`src/rtl/hex_scan_display.sv`:
```
// Multiplexed NUM_DIGITS-digit hex display driver: latched shadow data, per-digit
// blanking, decimal points, leading-zero suppression, anti-ghost gap and blink.
`timescale 1ns/1ps
module hex_scan_display #(
  parameter int NUM_DIGITS   = 4,
  parameter int REFRESH_DIV  = 50000,
  parameter int BLINK_FRAMES = 64,
  parameter int ACTIVE_LOW   = 1
) (
  input  logic                    clk,
  input  logic                    rst_n,
  input  logic [4*NUM_DIGITS-1:0] value,
  input  logic                    load,
  input  logic [NUM_DIGITS-1:0]   dp_in,
  input  logic [NUM_DIGITS-1:0]   blank_mask,
  input  logic                    lz_blank,
  input  logic                    blink_en,
  output logic [0:6]              seg,
  output logic                    dp_out,
  output logic [NUM_DIGITS-1:0]   an,
  output logic                    frame_tick
);

  localparam int CW = (REFRESH_DIV  > 1) ? $clog2(REFRESH_DIV)  : 1;
  localparam int IW = (NUM_DIGITS   > 1) ? $clog2(NUM_DIGITS)   : 1;
  localparam int FW = (BLINK_FRAMES > 1) ? $clog2(BLINK_FRAMES) : 1;
  localparam logic POL_LOW = (ACTIVE_LOW != 0);

  // Team standard a..g patterns, active-low.
  function automatic logic [0:6] decode_al(input logic [3:0] n);
    case (n)
      4'h0:    decode_al = 7'b0000001;
      4'h1:    decode_al = 7'b1001111;
      4'h2:    decode_al = 7'b0010010;
      4'h3:    decode_al = 7'b0000110;
      4'h4:    decode_al = 7'b1001100;
      4'h5:    decode_al = 7'b0100100;
      4'h6:    decode_al = 7'b0100000;
      4'h7:    decode_al = 7'b0001111;
      4'h8:    decode_al = 7'b0000000;
      4'h9:    decode_al = 7'b0000100;
      4'hA:    decode_al = 7'b0001000;
      4'hB:    decode_al = 7'b1100000;
      4'hC:    decode_al = 7'b0110001;
      4'hD:    decode_al = 7'b1000010;
      4'hE:    decode_al = 7'b0110000;
      4'hF:    decode_al = 7'b0111000;
      default: decode_al = 7'b0100011;
    endcase
  endfunction

  logic [CW-1:0]           cnt_q, cnt_d;
  logic [IW-1:0]           idx_q, idx_d;
  logic [FW-1:0]           frame_q, frame_d;
  logic                    phase_q, phase_d;
  logic [4*NUM_DIGITS-1:0] val_q, val_d;
  logic [NUM_DIGITS-1:0]   dp_q, dp_d;
  logic [NUM_DIGITS-1:0]   blank_q, blank_d;
  logic [0:6]              seg_q, seg_d;
  logic                    dpo_q, dpo_d;
  logic [NUM_DIGITS-1:0]   an_q, an_d;
  logic                    tick_q, tick_d;

  logic                    cnt_wrap, idx_wrap, frame_wrap, hi_zero, dark;
  logic [NUM_DIGITS-1:0]   lz_sup, an_hi;
  logic [0:6]              seg_hi;
  logic                    dp_hi;
  logic [3:0]              nib;

  always_comb begin
    cnt_wrap   = (cnt_q == CW'(REFRESH_DIV - 1));
    idx_wrap   = (idx_q == IW'(NUM_DIGITS - 1));
    frame_wrap = cnt_wrap && idx_wrap;

    cnt_d  = cnt_wrap ? '0 : cnt_q + 1'b1;
    idx_d  = idx_q;
    if (cnt_wrap) idx_d = idx_wrap ? '0 : idx_q + 1'b1;
    tick_d = frame_wrap;

    // Blink state advances on the same edge that raises frame_tick.
    frame_d = frame_q;
    phase_d = phase_q;
    if (!blink_en) begin
      frame_d = '0;
      phase_d = 1'b0;
    end else if (frame_wrap) begin
      if (frame_q == FW'(BLINK_FRAMES - 1)) begin
        frame_d = '0;
        phase_d = ~phase_q;
      end else begin
        frame_d = frame_q + 1'b1;
      end
    end

    val_d   = load ? value      : val_q;
    dp_d    = load ? dp_in      : dp_q;
    blank_d = load ? blank_mask : blank_q;

    // Scan from the top digit down; a digit is suppressible while everything above it is zero.
    hi_zero = 1'b1;
    lz_sup  = '0;
    for (int unsigned i = 0; i < NUM_DIGITS; i++) begin
      hi_zero = hi_zero && (val_q[4*(NUM_DIGITS-1-i) +: 4] == 4'h0);
      if (i != NUM_DIGITS - 1) lz_sup[NUM_DIGITS-1-i] = hi_zero;
    end

    nib  = val_q[{idx_q, 2'b00} +: 4];
    dark = cnt_wrap || blank_q[idx_q] || (lz_blank && lz_sup[idx_q]) || (blink_en && phase_q);

    an_hi  = '0;
    seg_hi = '0;
    dp_hi  = 1'b0;
    if (!dark) begin
      an_hi[idx_q] = 1'b1;
      seg_hi       = ~decode_al(nib);
      dp_hi        = dp_q[idx_q];
    end

    an_d  = POL_LOW ? ~an_hi  : an_hi;
    seg_d = POL_LOW ? ~seg_hi : seg_hi;
    dpo_d = POL_LOW ? ~dp_hi  : dp_hi;
  end

  always_ff @(posedge clk or negedge rst_n) begin
    if (!rst_n) begin
      cnt_q   <= '0;
      idx_q   <= '0;
      frame_q <= '0;
      phase_q <= 1'b0;
      val_q   <= '0;
      dp_q    <= '0;
      blank_q <= '0;
      seg_q   <= POL_LOW ? '1 : '0;
      dpo_q   <= POL_LOW;
      an_q    <= POL_LOW ? '1 : '0;
      tick_q  <= 1'b0;
    end else begin
      cnt_q   <= cnt_d;
      idx_q   <= idx_d;
      frame_q <= frame_d;
      phase_q <= phase_d;
      val_q   <= val_d;
      dp_q    <= dp_d;
      blank_q <= blank_d;
      seg_q   <= seg_d;
      dpo_q   <= dpo_d;
      an_q    <= an_d;
      tick_q  <= tick_d;
    end
  end

  assign seg        = seg_q;
  assign dp_out     = dpo_q;
  assign an         = an_q;
  assign frame_tick = tick_q;

endmodule

```
`config.mk`:
```
export PLATFORM = sky130hd
export DESIGN_NAME = hex_scan_display
export DESIGN_NICKNAME = d
export VERILOG_FILES = /design/src/rtl/hex_scan_display.sv
export SDC_FILE = /design/constraint.sdc
export NUM_CORES = 1
export LEC_CHECK = 0
export ABC_AREA = 0
export ABC_CLOCK_PERIOD_IN_PS = 2800
export CAP_MARGIN = 20
export CORE_MARGIN = 4
export CORE_UTILIZATION = 35
export DETAILED_ROUTE_END_ITERATION = 6
export GPL_TIMING_DRIVEN = 0
export HOLD_SLACK_MARGIN = 0.08
export PLACE_DENSITY = 0.56
export SLEW_MARGIN = 20
export SYNTH_ARGS = -nofsm -noshare
export SYNTH_HDL_FRONTEND = slang
export SYNTH_SLANG_ARGS = --single-unit
```
`constraint.sdc`:
```
create_clock -name clk -period 2.8 [get_ports clk]
set_input_delay 0.28 -clock clk [delete_from_list [all_inputs] [get_ports clk]]
set_output_delay 0.28 -clock clk [all_outputs]
set_load 0.01 [all_outputs]
```
==> results.sh <==
export IMPL_grtUsageMet3_pct=4.31
export IMPL_drc=0
export IMPL_antenna_left=0
export IMPL_synth_warnings=0
export IMPL_arrival_ns=2.87
export IMPL_max_cap_violations=0
export IMPL_final_max_slew_viol_count=0
export IMPL_n_antenna_cell=0
export IMPL_synth_cells=249
export IMPL_r2r_end="seg[4]"
export IMPL_critPathKind="flip-flop to flip-flop"
export IMPL_grt_start_max_net_pins=45
export IMPL_crit_family="compound AO/OA/AOI/OAI gates"
export IMPL_place_area_um2=3540
export IMPL_io_pins=42
export IMPL_tritoncts="done"
export IMPL_ys_types=42
export IMPL_period_needed_ns=2.61
export IMPL_cpMostUsedCell="buf_2"
export IMPL_core_um2=8260
export IMPL_wire_per_inst_um=14.2
export IMPL_status="completed"
export IMPL_seq_area_um2=1570
export IMPL_worst_slew_pin_slew_ns=1.02
export IMPL_postSynthAreaPerCell_um2=12.0
export IMPL_yosys_area_top_type="dfrtp_1"
export IMPL_syn_area_um2=2980
export IMPL_final_util_pct=45.8
export IMPL_dr_pass1_iters=4
export IMPL_slowest_delay_ns=0.82
export IMPL_power_density_nw_per_um2=568
export IMPL_num_vias=2035
export IMPL_cts_resized=0
export IMPL_path_max_fanout=10
export IMPL_dieWidth_um=100
export IMPL_portBuffers=40
export IMPL_gr_usage_met2_pct=19.3
export IMPL_setup_viol=0
export IMPL_crit_required_ns=3.06
export IMPL_layout_nets=343
export IMPL_root_buffer="clkbuf_8"
export IMPL_reg2reg_slack_ns=0.19
export IMPL_fp_dieH_um=100
export IMPL_num_rows=33
export IMPL_areaGrowthSynthToFinish_pct=26.8
export IMPL_finalCritPeriodShare_pct=93.3
export IMPL_clk_pin_slew_ns=0.07
export IMPL_r2r_start="idx_q[0]"
export IMPL_antenna_found_initial=0
export IMPL_vias_per_cell=4.94
export IMPL_start_util_pct=36.1
export IMPL_wl_mm=5.86
export IMPL_crit_slowest_cell="a2111oi_0"
export IMPL_cts_sinks=62
export IMPL_path_buf_inv=2
export IMPL_clock_latency_ns=0.34
export IMPL_dr_first_iter_drc_count=47
export IMPL_numCtsBuffers=9
export IMPL_ys_top_cells_by_area="dfrtp_1 42%, dfstp_2 11%, mux2_2 9.8%"
export IMPL_p_total_mw=2.15
export IMPL_final_setup_tns_ns=0
export IMPL_max_freq_ghz=0.383
export IMPL_leakagePower_nw=1.58
export IMPL_slew_headroom_pct=30.3
export IMPL_synth_top_area_share_pct=41.9
export IMPL_rr_worst_depth=5
export IMPL_syn_nets=290
export IMPL_final_area_um2=3780
export IMPL_startpoint_type="flip-flop"
export IMPL_cts_hold_buf=1
export IMPL_peakVddDrop_uv=230
export IMPL_postCtsSetupRepairBufs=0
export IMPL_multi_input_area_um2=1340
export IMPL_grt_pass1_wl_mm=10.3
export IMPL_rsz0062_at_grt="false"
export IMPL_grt_usage_pct=13.3
export IMPL_timing_final_hold_violations=0
export IMPL_place_ws_ns=0.162
export IMPL_synth_yosys_seq_area_share_pct=52.5
export IMPL_grt_pass1_vias=2020
export IMPL_grt_ovfl_total=0
export IMPL_clockBufferDepth=2
export IMPL_critPathCaptureType="flip-flop"
export IMPL_synth_seq_cells=62
export IMPL_postLayoutSetupSlackWorst_ns=0.188
export IMPL_path_cells="buf_2 > mux4_2 > a2111oi_0 > buf_2 > o211ai_1"
export IMPL_gp_congestion=0.835
export IMPL_skew_ns=0.00746
export IMPL_dieArea_um2=10100
export IMPL_top_usage_layer="met2"
export IMPL_use_met1_pct=18.2
export IMPL_drive_gt1_share_pct=22.8
export IMPL_h_tree_depth=3
export IMPL_post_dp_hpwl_mm=4.25
export IMPL_fillers=788
export IMPL_holdCritPathClass="primary input to async pin"
==> cells in the final DEF, fill, tap and decap left out, types with 5 or more instances in the layout <==
master / synthesis / final
dfrtp_1: 50 / 50
clkdlybuf4s50_1: 0 / 39
nand2_1: 26 / 26
mux2_2: 26 / 26
nor2_1: 17 / 17
nand3_1: 15 / 15
ha_1: 12 / 12
dfstp_2: 12 / 12
clkbuf_8: 0 / 12
clkbuf_1: 9 / 10
xnor2_1: 10 / 10
mux4_2: 6 / 6
inv_1: 6 / 6
xor2_1: 6 / 6
o21ai_0: 5 / 5
==> where the power goes <==
part           switching (mW)  internal (mW)
logic                   0.105          0.140
registers              0.0293          0.962
clock network           0.341          0.573
==> worst max-delay path by stage <==
stage,startpoint,slack (ns),depth (start not counted),end
4_1_cts,idx_q[0],0.13,5,seg[4]
6_report,idx_q[0],0.19,5,seg[4]
5_1_grt,idx_q[0],0.01,5,seg[4]
2_1_floorplan,cnt_q[7],0.75,5,frame_q[5]
3_3_place_gp,rst_n,-0.63,1,frame_q[4]
3_5_place_dp,idx_q[0],0.16,5,seg[4]
==> kinds of logic after synthesis <==
group / after synthesis / synth area share (%)
AND/OR/NAND/NOR: 87 / 15.9
adder cells (fa/ha/maj): 12 / 5.03
multiplexers: 32 / 14.3
buffers and inverters: 18 / 2.56
XOR/XNOR: 16 / 4.70
AO/OA/AOI/OAI: 22 / 4.95
flip-flops: 62 / 52.5
==> routing by layer <==
metal	routed length, um	up-vias	part of all wire, %
met2	2590	41	44
met3	265	9	4.5
met1	2880	1004	49
li1	-	981	-
met4	119	0	2.0
met5	0	-	0
==> synth_stat cells <==
cell,number
a2111oi_0,1
and2_1,3
or4bb_4,1
nand3_1,15
clkdlybuf4s25_2,1
a21boi_0,2
mux4_2,6
o21a_1,1
clkbuf_1,9
or4_1,1
inv_1,6
o21ai_0,5
xnor2_1,10
dfrtp_1,50
nor2_1,17
or4bb_1,1
and4_2,1
a21oi_1,3
nand2_2,1
or3_1,1
nor3_1,1
o2111ai_1,1
or4b_4,1
nand2_1,26
a22oi_1,1
nand4_1,4
nor4_4,2
o221ai_1,1
nor2b_1,3
buf_2,2
o211ai_1,3
o31ai_1,2
dfstp_2,12
and4_1,1
ha_1,12
mux2_2,26
a21boi_1,1
a31oi_1,1
nor4_1,2
nand2b_1,3
and3_1,3
xor2_1,6
==> layout make-up <==
type / instances / area share (%)
plain buffers: 12 / 1.42
clock buffers: 13 / 4.46
clock inverters: 3 / 1.72
inverters: 6 / 0.595
multi-input cells: 169 / 35.4
flip-flops and latches: 62 / 41.4
well taps: 105 / 3.47
repair buffers: 42 / 11.5
==> registers in the layout, summed over array words and instances, names as in the netlist <==
signal / flops
phase_q: 1
cnt_q: 16
dp_q: 4
idx_q: 2
frame_q: 6
an: 4
seg: 7
frame_tick: 1
blank_q: 4
val_q: 16
dp_out: 1
==> through the flow <==
stage               hold slack (ns)  std cells
floorplan                   -0.0156        249
global placement              0.475        394
detailed placement            0.187        395
CTS                           0.353        412
global route                  0.389        412
finish                        0.361        412
==> worst reg2reg max path, delay by kind of cell, from the launching register on <==
family	cells	cell delay (ns)
AO/OA/AOI/OAI	2	0.94
buffers and inverters	2	0.65
multiplexers	1	0.56
flip-flops	1	0.39
Power figures use the tool's default switching activity.
